==> config.mk <==
export PLATFORM = sky130hd
export DESIGN_NAME = hazard_ctrl_flat
export DESIGN_NICKNAME = d
export VERILOG_FILES = /design/src/rtl/hazard_ctrl_if.sv /design/src/rtl/hazard_ctrl.sv /design/src/flat_wrapper.sv
export SDC_FILE = /design/constraint.sdc
export NUM_CORES = 1
export LEC_CHECK = 0
export CAP_MARGIN = 10
export CORE_MARGIN = 10
export CORE_UTILIZATION = 35
export DETAILED_ROUTE_END_ITERATION = 7
export PLACE_DENSITY = 0.71
export SETUP_SLACK_MARGIN = 0.15
export SYNTH_ARGS = -nofsm -noshare
export SYNTH_HDL_FRONTEND = slang
export SYNTH_SLANG_ARGS = --single-unit
==> constraint.sdc <==
create_clock -name CLK -period 3.3 [get_ports CLK]
set_input_delay 0.825 -clock CLK [delete_from_list [all_inputs] [get_ports CLK]]
set_output_delay 0.825 -clock CLK [all_outputs]
set_load 0.005 [all_outputs]
==> src/rtl/hazard_ctrl_if.sv <==
// Hazard control bundle between the pipeline datapath and hazard_ctrl.
// master = datapath side, slave = controller side.
interface hazard_ctrl_if #(
    parameter int NSTAGE = 5,
    parameter int RW     = 5,
    parameter int CW     = 16
);
    localparam int L = NSTAGE - 1;

    logic          ihit;
    logic          dhit;
    logic [RW-1:0] id_rs;
    logic [RW-1:0] id_rt;
    logic [RW-1:0] ex_rd;
    logic          ex_regWEN;
    logic          ex_dmemREN;
    logic          mem_dmemREN;
    logic          mem_dmemWEN;
    logic [1:0]    br_type;
    logic          zero;
    logic          halt;
    logic          pcen;
    logic [L-1:0]  en;
    logic [L-1:0]  flush;
    logic          halted;
    logic [CW-1:0] stall_cnt;
    logic [CW-1:0] flush_cnt;

    modport master (
        output ihit, dhit, id_rs, id_rt, ex_rd,
        output ex_regWEN, ex_dmemREN,
        output mem_dmemREN, mem_dmemWEN,
        output br_type, zero, halt,
        input  pcen, en, flush, halted,
        input  stall_cnt, flush_cnt
    );

    modport slave (
        input  ihit, dhit, id_rs, id_rt, ex_rd,
        input  ex_regWEN, ex_dmemREN,
        input  mem_dmemREN, mem_dmemWEN,
        input  br_type, zero, halt,
        output pcen, en, flush, halted,
        output stall_cnt, flush_cnt
    );
endinterface

==> src/rtl/hazard_ctrl.sv <==
// Pipeline hazard controller: static not-taken branches, load-use
// bubbles, fetch/data memory waits and sticky halt, with perf counters.
module hazard_ctrl #(
    parameter int NSTAGE   = 5,
    parameter int RW       = 5,
    parameter int LU_STALL = 1,
    parameter int BR_STG   = 2,
    parameter int CW       = 16
) (
    input  logic          CLK,
    input  logic          RST,
    hazard_ctrl_if.slave  hz
);
    localparam int L = NSTAGE - 1;
    localparam logic [L-1:0] BR_MASK = {L{1'b1}} >> (L - 1 - BR_STG);

    typedef enum logic [1:0] {
        RUN,
        LUSTALL,
        HALTED
    } state_e;

    state_e        state_q, state_d;
    logic [1:0]    cnt_q, cnt_d;
    logic          halted_q, halted_d;
    logic [CW-1:0] stall_q, stall_d;
    logic [CW-1:0] fcnt_q, fcnt_d;

    logic [RW-1:0] rd;
    logic          mispred;
    logic          lu_haz;
    logic          lu_stall;
    logic          dwait;
    logic          pcen_o;
    logic [L-1:0]  en_o;
    logic [L-1:0]  flush_o;

    assign rd = hz.ex_rd;

    always_comb begin
        mispred = ((hz.br_type == 2'd1) & hz.zero)
                | ((hz.br_type == 2'd2) & ~hz.zero)
                | (hz.br_type == 2'd3);
        lu_haz  = hz.ex_dmemREN & hz.ex_regWEN & (rd != '0)
                & ((rd == hz.id_rs) | (rd == hz.id_rt));
        dwait   = (hz.mem_dmemREN | hz.mem_dmemWEN) & ~hz.dhit;
        lu_stall = (state_q == LUSTALL)
                 | ((state_q == RUN) & lu_haz);
    end

    always_comb begin
        pcen_o  = 1'b1;
        en_o    = '1;
        flush_o = '0;
        if (!RST) begin
            if (state_q == HALTED) begin
                pcen_o = 1'b0;
            end else if (dwait) begin
                pcen_o = 1'b0;
                en_o   = '0;
            end else begin
                if (mispred) begin
                    flush_o = BR_MASK;
                end else if (lu_stall) begin
                    pcen_o     = 1'b0;
                    en_o[0]    = 1'b0;
                    flush_o[1] = 1'b1;
                end else if (!hz.ihit) begin
                    pcen_o     = 1'b0;
                    en_o[0]    = 1'b0;
                    flush_o[0] = 1'b1;
                end
                // The halt cycle itself still lets lower-priority flushes act.
                if (hz.halt) pcen_o = 1'b0;
            end
        end
    end

    always_comb begin
        state_d  = state_q;
        cnt_d    = cnt_q;
        halted_d = halted_q;
        stall_d  = stall_q;
        fcnt_d   = fcnt_q;
        if (state_q != HALTED) begin
            if (!pcen_o && stall_q != '1) stall_d = stall_q + CW'(1);
            if (!dwait) begin
                if (mispred && fcnt_q != '1) fcnt_d = fcnt_q + CW'(1);
                if (hz.halt) begin
                    state_d  = HALTED;
                    halted_d = 1'b1;
                    cnt_d    = '0;
                end else if (mispred) begin
                    state_d = RUN;
                    cnt_d   = '0;
                end else if (state_q == RUN && lu_haz && LU_STALL > 1) begin
                    state_d = LUSTALL;
                    cnt_d   = 2'(LU_STALL - 1);
                end else if (state_q == LUSTALL) begin
                    if (cnt_q == 2'd1) begin
                        state_d = RUN;
                        cnt_d   = '0;
                    end else begin
                        cnt_d = cnt_q - 2'd1;
                    end
                end
            end
        end
    end

    always_ff @(posedge CLK) begin
        if (RST) begin
            state_q  <= RUN;
            cnt_q    <= '0;
            halted_q <= 1'b0;
            stall_q  <= '0;
            fcnt_q   <= '0;
        end else begin
            state_q  <= state_d;
            cnt_q    <= cnt_d;
            halted_q <= halted_d;
            stall_q  <= stall_d;
            fcnt_q   <= fcnt_d;
        end
    end

    assign hz.pcen      = pcen_o;
    assign hz.en        = en_o;
    assign hz.flush     = flush_o;
    assign hz.halted    = halted_q;
    assign hz.stall_cnt = stall_q;
    assign hz.flush_cnt = fcnt_q;
endmodule

==> src/flat_wrapper.sv <==
// flat-port wrapper written by rule: the top's interface ports become plain ports
module hazard_ctrl_flat 
#(
    parameter int NSTAGE   = 5,
    parameter int RW       = 5,
    parameter int LU_STALL = 1,
    parameter int BR_STG   = 2,
    parameter int CW       = 16
)
  (CLK, RST, hz_ihit, hz_dhit, hz_id_rs, hz_id_rt, hz_ex_rd, hz_ex_regWEN, hz_ex_dmemREN, hz_mem_dmemREN, hz_mem_dmemWEN, hz_br_type, hz_zero, hz_halt, hz_pcen, hz_en, hz_flush, hz_halted, hz_stall_cnt, hz_flush_cnt);
  hazard_ctrl_if #(.NSTAGE(NSTAGE), .RW(RW), .CW(CW)) hz_i ();
  input  logic CLK;
  input  logic RST;
  input wire logic [$bits(hz_i.ihit)-1:0] hz_ihit;
  input wire logic [$bits(hz_i.dhit)-1:0] hz_dhit;
  input wire logic [$bits(hz_i.id_rs)-1:0] hz_id_rs;
  input wire logic [$bits(hz_i.id_rt)-1:0] hz_id_rt;
  input wire logic [$bits(hz_i.ex_rd)-1:0] hz_ex_rd;
  input wire logic [$bits(hz_i.ex_regWEN)-1:0] hz_ex_regWEN;
  input wire logic [$bits(hz_i.ex_dmemREN)-1:0] hz_ex_dmemREN;
  input wire logic [$bits(hz_i.mem_dmemREN)-1:0] hz_mem_dmemREN;
  input wire logic [$bits(hz_i.mem_dmemWEN)-1:0] hz_mem_dmemWEN;
  input wire logic [$bits(hz_i.br_type)-1:0] hz_br_type;
  input wire logic [$bits(hz_i.zero)-1:0] hz_zero;
  input wire logic [$bits(hz_i.halt)-1:0] hz_halt;
  output wire logic [$bits(hz_i.pcen)-1:0] hz_pcen;
  output wire logic [$bits(hz_i.en)-1:0] hz_en;
  output wire logic [$bits(hz_i.flush)-1:0] hz_flush;
  output wire logic [$bits(hz_i.halted)-1:0] hz_halted;
  output wire logic [$bits(hz_i.stall_cnt)-1:0] hz_stall_cnt;
  output wire logic [$bits(hz_i.flush_cnt)-1:0] hz_flush_cnt;
  assign hz_i.ihit = hz_ihit;
  assign hz_i.dhit = hz_dhit;
  assign hz_i.id_rs = hz_id_rs;
  assign hz_i.id_rt = hz_id_rt;
  assign hz_i.ex_rd = hz_ex_rd;
  assign hz_i.ex_regWEN = hz_ex_regWEN;
  assign hz_i.ex_dmemREN = hz_ex_dmemREN;
  assign hz_i.mem_dmemREN = hz_mem_dmemREN;
  assign hz_i.mem_dmemWEN = hz_mem_dmemWEN;
  assign hz_i.br_type = hz_br_type;
  assign hz_i.zero = hz_zero;
  assign hz_i.halt = hz_halt;
  assign hz_pcen = hz_i.pcen;
  assign hz_en = hz_i.en;
  assign hz_flush = hz_i.flush;
  assign hz_halted = hz_i.halted;
  assign hz_stall_cnt = hz_i.stall_cnt;
  assign hz_flush_cnt = hz_i.flush_cnt;
  hazard_ctrl #(.NSTAGE(NSTAGE), .RW(RW), .LU_STALL(LU_STALL), .BR_STG(BR_STG), .CW(CW)) u_core (.CLK(CLK), .RST(RST), .hz(hz_i));
endmodule
## Word-level counts from Yosys, hierarchy flattened

Index checks and enable logic that the tools add are counted.
Widths: inputs -> output; s select.

| word-level totals | value |
|---|---|
| bits in registers | 37 |
| bits of input ports | 27 |
| output and inout port bits | 42 |
| word-level logic and storage cells | 73 |

| operators by class | value |
|---|---|
| add/sub/neg operators | 3 |
| eq/ne operators | 11 |
| multiplexer cells | 27 |
| bitwise gates (word level) | 15 |
| reduce and logical (&&, ||, !) cells | 12 |

Operators with widths:

| operator | count |
|---|---|
| $add 16x1->16 const B | 2 |
| $ne 16x16->1 const B | 2 |
| $mux 4 | 5 |
| $mux 2 | 9 |
| $mux 1 | 12 |
| $eq 5x5->1 | 2 |
| $reduce_and 3->1 | 3 |
| $and 1x1->1 | 7 |
| $eq 2x1->1 const B | 3 |
| $eq 2x2->1 const B | 3 |
| $reduce_bool 3->1 | 2 |
| $or 1x1->1 | 5 |
| $reduce_bool 5->1 | 1 |
| $reduce_and 4->1 | 1 |
| $mux 3 | 1 |
| $not 1->1 | 3 |
| $logic_and 1x1->1 | 2 |
| $logic_not 2->1 | 1 |
| $ne 2x2->1 const B | 1 |
| $reduce_and 2->1 | 1 |
| $sub 2x1->2 const B | 1 |
| $logic_not 1->1 | 1 |

## Logic depth before layout (Yosys ltp)

Gate-level depths: netlist of run 1.

| logic depth | value |
|---|---|
| depth after elaboration | 14 |
| depth in mapped cells | 9 |
| gate-level depth less buffers | 7 |

## Worst setup path before layout of run 1

OpenSTA, ideal clock, no wires.

| path | value |
|---|---|
| path type | input-to-output |
| from | input hz_ex_rd[0] |
| to | output hz_en[0] |
| arrival | 1892 ps |
| required time | 2475 ps |
| path slack | 583 ps |
| stages on the path | 5 |
| cells stage by stage | or4_1 o211ai_1 or2_2 a21oi_1 o21ai_0 |

| on the way | value |
|---|---|
| longest elaborated chain between the ends | 10 |

RTL lines:

| item | RTL line | source |
|---|---|---|
| start: declaration | flat_wrapper.sv:18 | `input wire logic [$bits(hz_i.ex_rd)-1:0] hz_ex_rd;` |
| $eq 5x5->1 or $reduce_bool 5->1 (tied branches) | hazard_ctrl.sv:45, hazard_ctrl.sv:44 |  |
| $or 1x1->1 or $and 1x1->1 (tied branches) | hazard_ctrl.sv:45, hazard_ctrl.sv:44 |  |
| $and 1x1->1 * | hazard_ctrl.sv:45 | `& ((rd == hz.id_rs) \| (rd == hz.id_rt));` |
| $and 1x1->1 * | hazard_ctrl.sv:48 | `\| ((state_q == RUN) & lu_haz);` |
| $or 1x1->1 * | hazard_ctrl.sv:48 |  |
| $mux 1 * | hazard_ctrl.sv:64 | `end else if (lu_stall) begin` |
| $mux 1 * | hazard_ctrl.sv:62 | `if (mispred) begin` |
| $mux 1 * | hazard_ctrl.sv:58 | `end else if (dwait) begin` |
| $mux 4 * | hazard_ctrl.sv:56 | `if (state_q == HALTED) begin` |
| $mux 4 * | hazard_ctrl.sv:55 | `if (!RST) begin` |
| end: declaration | flat_wrapper.sv:27 | `output wire logic [$bits(hz_i.en)-1:0] hz_en;` |

Mark *: on every way between the ends. The rest lies on a longest branch, timed or not.

## Worst setup path after layout of run 1

| path | value |
|---|---|
| from | input hz_ex_rd[1] |
| to | output hz_en[0] |

Same word-level chain as after synthesis.

==> results of run 1 <==
placed cells by master (no fill, tap or decap), types with 2 or more instances in the layout:
| cell | synthesis | final |
|---|---|---|
| a21oi_1 | 23 | 22 |
| and3_1 | 6 | 6 |
| and4_1 | 3 | 3 |
| buf_2 | 4 | 5 |
| buf_4 | 3 | 22 |
| buf_6 | 0 | 2 |
| clkbuf_1 | 5 | 2 |
| clkbuf_8 | 0 | 5 |
| clkdlybuf4s50_1 | 0 | 47 |
| dfxtp_1 | 34 | 34 |
| dlygate4sd2_1 | 0 | 7 |
| dlymetal6s2s_1 | 0 | 5 |
| ha_1 | 2 | 2 |
| inv_1 | 7 | 7 |
| mux2i_1 | 3 | 3 |
| nand2_1 | 10 | 10 |
| nand2b_1 | 2 | 2 |
| nand3_1 | 14 | 14 |
| nand4_1 | 7 | 7 |
| nor2_1 | 27 | 27 |
| nor3_2 | 0 | 2 |
| nor4_1 | 2 | 2 |
| o211ai_1 | 2 | 2 |
| o21ai_0 | 15 | 14 |
| o31ai_1 | 5 | 4 |
| or3_1 | 16 | 16 |
| or4_1 | 5 | 5 |
| or4b_1 | 2 | 2 |
| xnor2_1 | 3 | 3 |
| xor2_1 | 18 | 18 |
worst max-delay path: stages:
cell and delay (ps):
dlygate4sd2_1 280, xor2_1 180, nor3_2 190, a22oi_2 110, or2_4 280, buf_6 120, a21oi_2 100, o21ai_1 70
buf_2 140
power by group through the flow:
stage	sequential [µW]	clock, µW	combinational (µW)
2_1_floorplan	433	0	59.8
3_3_place_gp	435	0	147
3_5_place_dp	435	0	150
4_1_cts	426	380	147
5_1_grt	427	401	170
6_report	426	366	155
per-layer routing:
metal | up-vias | track usage [%] | share of wire (%)
met4 | 0 | 3.085 | 0.61
met5 | - | 0 | 0
met3 | 4 | 5.488 | 7.6
met1 | 889 | 16.07 | 47
met2 | 57 | 18.41 | 44
li1 | 999 | - | -
registers in the layout, indices dropped and copies added, names as in the netlist:
| register | count |
|---|---|
| u_core.hz.halted | 1 |
| u_core.hz.flush_cnt | 16 |
| u_core.state_q | 1 |
| u_core.hz.stall_cnt | 16 |
per-stage QoR:
stage	hold WS, ps	total power [µW]
after global placement	462.3	581.8
after floorplan	460.4	492.9
final	475.2	948.0
after CTS	479.8	953.5
after global routing	516.5	997.9
after detailed placement	464.7	584.8
layout make-up:
| type | instances | share of cell area, % |
|---|---|---|
| Tap cell | 70 | 3.063 |
| Multi-Input combinational cell | 177 | 38.86 |
| Timing Repair Buffer | 91 | 29.63 |
| Inverter | 7 | 0.9190 |
| Clock buffer | 7 | 2.670 |
| Clock inverter | 1 | 1.050 |
| Sequential cell | 34 | 23.81 |
timing repair:
item,4_1_cts,5_1_grt
hold endpoints to repair,0,0
pin swaps,8,11
hold buffers,0,0
setup endpoints to repair,5,17
gates resized for setup,38,22
setup buffers,3,3
path summary, 6_finish.rpt:
kind | endpoint | slack [ps] | depth (start not counted)
setup / recovery | hz_en[0] | 180 | 9
hold / removal | u_core.hz.halted | 480 | 2
setup reg to reg | u_core.hz.stall_cnt[9] | 1050 | 8
hold reg to reg | u_core.hz.halted | 480 | 2
kinds of logic after synthesis:
group,count (synthesis),share of synthesized area [%]
AND/OR/NAND/NOR,99,28.71
AO/OA/AOI/OAI,50,15.51
adder cells (fa/ha/maj),2,1.360
buffers and inverters,19,4.762
other,1,0.2039
multiplexers,4,2.449
XOR/XNOR,21,10.00
flip-flops,34,37.01
==> out/qor.csv, run 1 <==
metric,value,unit
outcome,completed,
Nets,345,
top cell types by occurrence after synthesis,"dfxtp_1, nor2_1, a21oi_1",
largest net degree at the start of global routing,19,
Critical Path Start,hz_ex_rd[1],
"Clk pin slew, worst setup/hold paths",60,ps
TritonRoute pass-1 iters,4,
placed cell count,373,
Yosys cell types,35,
power density over the cells,331.6,mW/mm²
ratio of cells with drive above 1 in the final layout,15.14,%
DRC Markers,0,
Post-synth EDFFs,0,
cell row count,26,
final HPWL from detailed placement,4151,µm
die width,92.49,µm
Mean Syn Cell Area,7.997,µm²
pre-CTS setup slack,-522.0,ps
clock period minus worst slack,3121,ps
Worst Slack Setup Final,179.3,ps
"Arr. time, crit path",2300,ps
area grow syn2layout,55.44,%
core footprint,0.005107,mm²
initial antenna violation count,0,
gpl congestion,0.7991,
CTS sink cnt,34,
Placed Area,0.002684,mm²
DRT antenna net count,0,
FMAX,320.4,MHz
Max-cap violations,0,
IO Port Bufs,67,
Yosys top cell area share,37.01,%
ys async rst share,0,%
Max Slew Vio Count,0,
Tightest Hold Check Type,flop to flop,
GRT Residual Overflow,0,
Setup Viol. Count Final,0,
CTS root buffer,clkbuf_8,
"Data required, critical path",2470,ps
dominant synthesized flop cell,dfxtp_1,
Synth area leader,dfxtp_1,
Tightest Pin Transition,518.3,ps
total I/O pin count,69,
sequential group share of total power,45.0,%
peak supply drop,0.3297,mV
Layout Utilization,55.98,%
Vias,1949,
switching pwr,215.5,µW
fillcell total,497,
total wire length,5569,µm
leakage,0.001084,µW
starting density of the core,36.01,%
Clock power frac,38.6,%
Num CTS Buffers,5,
register area share after synthesis,37.01,%
crit share post-route,94.57,%
clock tree buffer depth,2,
vias in the first global route,1810,
Ant. Diodes,0,
Netlist Area Pre-Place,0.001839,mm²
Final Hold Fails,0,
area of the multi-input gates,0.001111,mm²
Reg area,680.7,µm²
Gate Count Post-Synth,230,
Worst R2R Start,u_core.hz.stall_cnt[0],
Total Routing Usage GR,12.42,%
"flops & latches, synth",34,
"top cells by area, synth","dfxtp_1, xor2_1, a21oi_1, nor2_1, or3_1",
Worst Skew,6.457,ps
H-Tree Depth,2,
Vias/cell,5.036,
Mapped Nets,259,
Sw Share,22.73,%
WS Path Type,input port to primary output,
clock latency on the worst-skew pair,280,ps
CP Launch Type,input port,
YS warnings,0,
HP Start,u_core.hz.halted,
DR WL/cell,14.39,µm
first-pass GRT wire length,8811,µm
Post-Layout Inst Area,0.002859,mm²
"Cell Count, Final, Fillers Out",387,
die height,92.49,µm
TNS Setup,0,ps
RSZ-0062 raised after global routing,true,
power share of the combinational group,16.4,%
crit path max fanout,3,
starting DRC count in detailed routing,144,
crit end category,primary output,
most frequent cell after synthesis,dfxtp_1,
Slew HR,65.30,%
DIE AREA,0.008554,mm²
Power Internal,732.5,µW
TritonCTS clock tree,built,
Power figures use the tool's default switching activity.
==> run 2: changes to the inputs <==
- CORE_MARGIN: 10 -> 3
- PLACE_DENSITY: 0.71 -> 0.73
- clock period: 3.3 -> 2.6 ns (I/O delays scaled with it)
==> run 2 against run 1 <==
Effect of this change: the run now ends with setup timing left; sequential share of layout area decreased by 1.4 points; via count grew 3.5%; wire length down 0.50%; cell count up 1.0%; core utilization grew 6.0 points; power is 28% higher; first-iteration DRC count fell by 56%; hold slack got worse by 2.8 ps; register-to-register slack worse by 680 ps; critical path type unchanged.
==> out/qor.csv, run 2 (synthesized netlist as in run 1, its figures left out) <==
metric,value,unit,change
outcome,finished with violations,,
failing checks,setup timing,,
DIE AREA,0.006161,mm²,-28%
Tightest Pin Transition,510.7,ps,-7.524 ps
most frequent CP cell,buf_6,,
WS Path Type,input port to primary output,,
DRT antenna net count,0,,unchanged
Setup Viol. Count Final,15,,+15
core footprint,0.004911,mm²,-3.8%
TritonCTS clock tree,built,,
total I/O pin count,69,,unchanged
Slew HR,65.80,%,+0.50 points
final HPWL from detailed placement,3506,µm,-16%
Power Internal,922.4,µW,+26%
largest net degree at the start of global routing,35,,+16
first-pass GRT wire length,8970,µm,+1.8%
CP Launch Type,input port,,
IO Port Bufs,67,,unchanged
CTS sink cnt,34,,unchanged
power density over the cells,399.5,mW/mm²,+20%
most frequent cells in the layout,"clkdlybuf4s50_1, dfxtp_1, nor2_1",,
H-Tree Depth,2,,unchanged
ratio of cells with drive above 1 in the final layout,28.09,%,+13 points
die height,78.49,µm,-15%
crit share post-route,106.9,%,
"Arr. time, crit path",2130,ps,-170 ps
hold_ws,472.4,ps,-2.838 ps
Worst Slack Setup Final,-179.0,ps,-358.3 ps
Num CTS Buffers,5,,unchanged
crit path max fanout,2,,-1
die width,78.49,µm,-15%
Vias,2018,,+3.5%
clock latency on the worst-skew pair,280,ps,about the same
sequential group share of total power,44.6,%,-0.4 points
"most common cell after layout, fill and taps aside",clkdlybuf4s50_1,,
Nets,352,,+2.0%
total wire length,5541,µm,-0.50%
clock tree buffer depth,2,,unchanged
Sw Share,24.15,%,+1.4 points
TNS Setup,-875.1,ps,-875.1 ps
Ant. Diodes,0,,unchanged
gpl congestion,0.7804,,-2.3%
cell row count,25,,-3.8%
fillcell total,441,,-11%
DR WL/cell,14.17,µm,-1.5%
Vias/cell,5.161,,+2.5%
DRC Markers,0,,unchanged
clock period minus worst slack,2779,ps,
CP max-delay cell,or2_4,,
initial antenna violation count,0,,unchanged
starting density of the core,37.45,%,+1.4 points
"Power, Total",1216,µW,+28%
starting DRC count in detailed routing,63,,-56%
Clock power frac,37.1,%,-1.5 points
GRT Residual Overflow,0,,unchanged
peak supply drop,0.4434,mV,+34%
cells on worst reg2reg path,7,,-1
Max-cap violations,0,,unchanged
CP peak stage delay,290,ps,about the same
TritonRoute pass-1 iters,4,,unchanged
"Clk pin slew, worst setup/hold paths",60,ps,about the same
Final Hold Fails,0,,unchanged
CTS root buffer,clkbuf_8,,
"Critical Path, Cell by Cell",buf_6 -> buf_4 -> xor2_1 -> nor2_1 -> a22oi_2 -> or2_4 -> buf_6 -> o31ai_4 -> nand2b_1 -> buf_2,,
vias in the first global route,1896,,+4.8%
RSZ-0062 raised after global routing,true,,
area grow syn2layout,65.51,%,
leakage,0.001116,µW,+3.0%
switching pwr,293.7,µW,+36%
"Data required, critical path",1950,ps,-520 ps
hold depth,2,,unchanged
Total Routing Usage GR,17.78,%,+5.4 points
Worst Skew,3.273,ps,-3.183 ps
crit end category,primary output,,
Tightest Hold Check Type,flop to flop,,
post-cts hold buffer count,0,,unchanged
power share of the combinational group,18.3,%,+1.9 points
FMAX,359.8,MHz,
Max Slew Vio Count,0,,unchanged
-- run 2: changes by cell type in the layout (fill, tap and decap cells not counted), moves of 5 or more --
cell	previous run	this run
clkdlybuf4s50_1	47	38
a21oi_1	22	13
buf_6	2	19
a21oi_2	1	10
buf_2	5	12
dlymetal6s2s_1	5	0
buf_4	22	16
-- run 2: power groups by stage --
stage,Combinational (µW),Sequential (µW),Clock (µW)
2_1_floorplan,75.9,550,0
3_3_place_gp,178,553,0
3_5_place_dp,181,553,0
4_1_cts,205,542,466
5_1_grt,239,544,488
6_report,223,542,451
-- run 2: routing by layer --
| layer | part of all wire, % | track usage, % | wire length (µm) | vias to the layer above |
|---|---|---|---|---|
| li1 | - | - | - | 1012 |
| met1 | 45 | 23.05 | 2503 | 928 |
| met2 | 47 | 29.20 | 2592 | 73 |
| met3 | 7.1 | 4.702 | 394 | 5 |
| met4 | 0.92 | 4.720 | 51 | 0 |
| met5 | 0 | 0 | 0 | - |
-- run 2: what timing repair did --
item,in CTS,in global routing
pin swaps,23,25
cloned,1,0
buffers inserted,10,0
resized for setup,113,28
setup endpoints to repair,24,28
-- run 2: layout make-up --
class,count,area [µm²],share of cell area [%]
Sequential cell,34,680.7,22.36
Multi-Input combinational cell,178,1260,41.39
Inverter,7,26.28,0.8631
Clock buffer,8,110.1,3.617
Timing Repair Buffer,97,883.3,29.02
Tap cell,67,83.83,2.754
-- run 2: through the flow --
stage                     area, µm²  setup WS, ps  std cells  utilization [%]
after floorplan                1839         174.0        230                -
after global placement         2683        -796.6        372            54.62
after detailed placement       2683        -869.1        372            54.62
after CTS                      2930        -90.32        391            59.67
after global routing           3044        -256.9        391            61.99
final                          3044        -179.0        391            61.99
-- run 2: path summary, 6_finish.rpt --
path,slack (ps),endpoint,startpoint
worst min-delay path,470,u_core.hz.halted,u_core.hz.halted
worst max-delay path,-180,hz_pcen,hz_ex_rd[3]
worst max register to register,370,u_core.hz.stall_cnt[10],u_core.hz.stall_cnt[0]
worst min register to register,470,u_core.hz.halted,u_core.hz.halted
-- run 2: worst max-delay path: cells and delay by family --
kind	cells	cell delay [ps]
XOR/XNOR	1	150
AO/OA/AOI/OAI	2	290
AND/OR/NAND/NOR	3	550
buffers and inverters	4	490
==> run 3: changes to the inputs <==
- CAP_MARGIN: 10 -> 20
- CTS_CLUSTER_DIAMETER: unset -> 40
==> results of run 3 <==
Same layout as run 2: the final DEF is identical, and so are final timing and power.
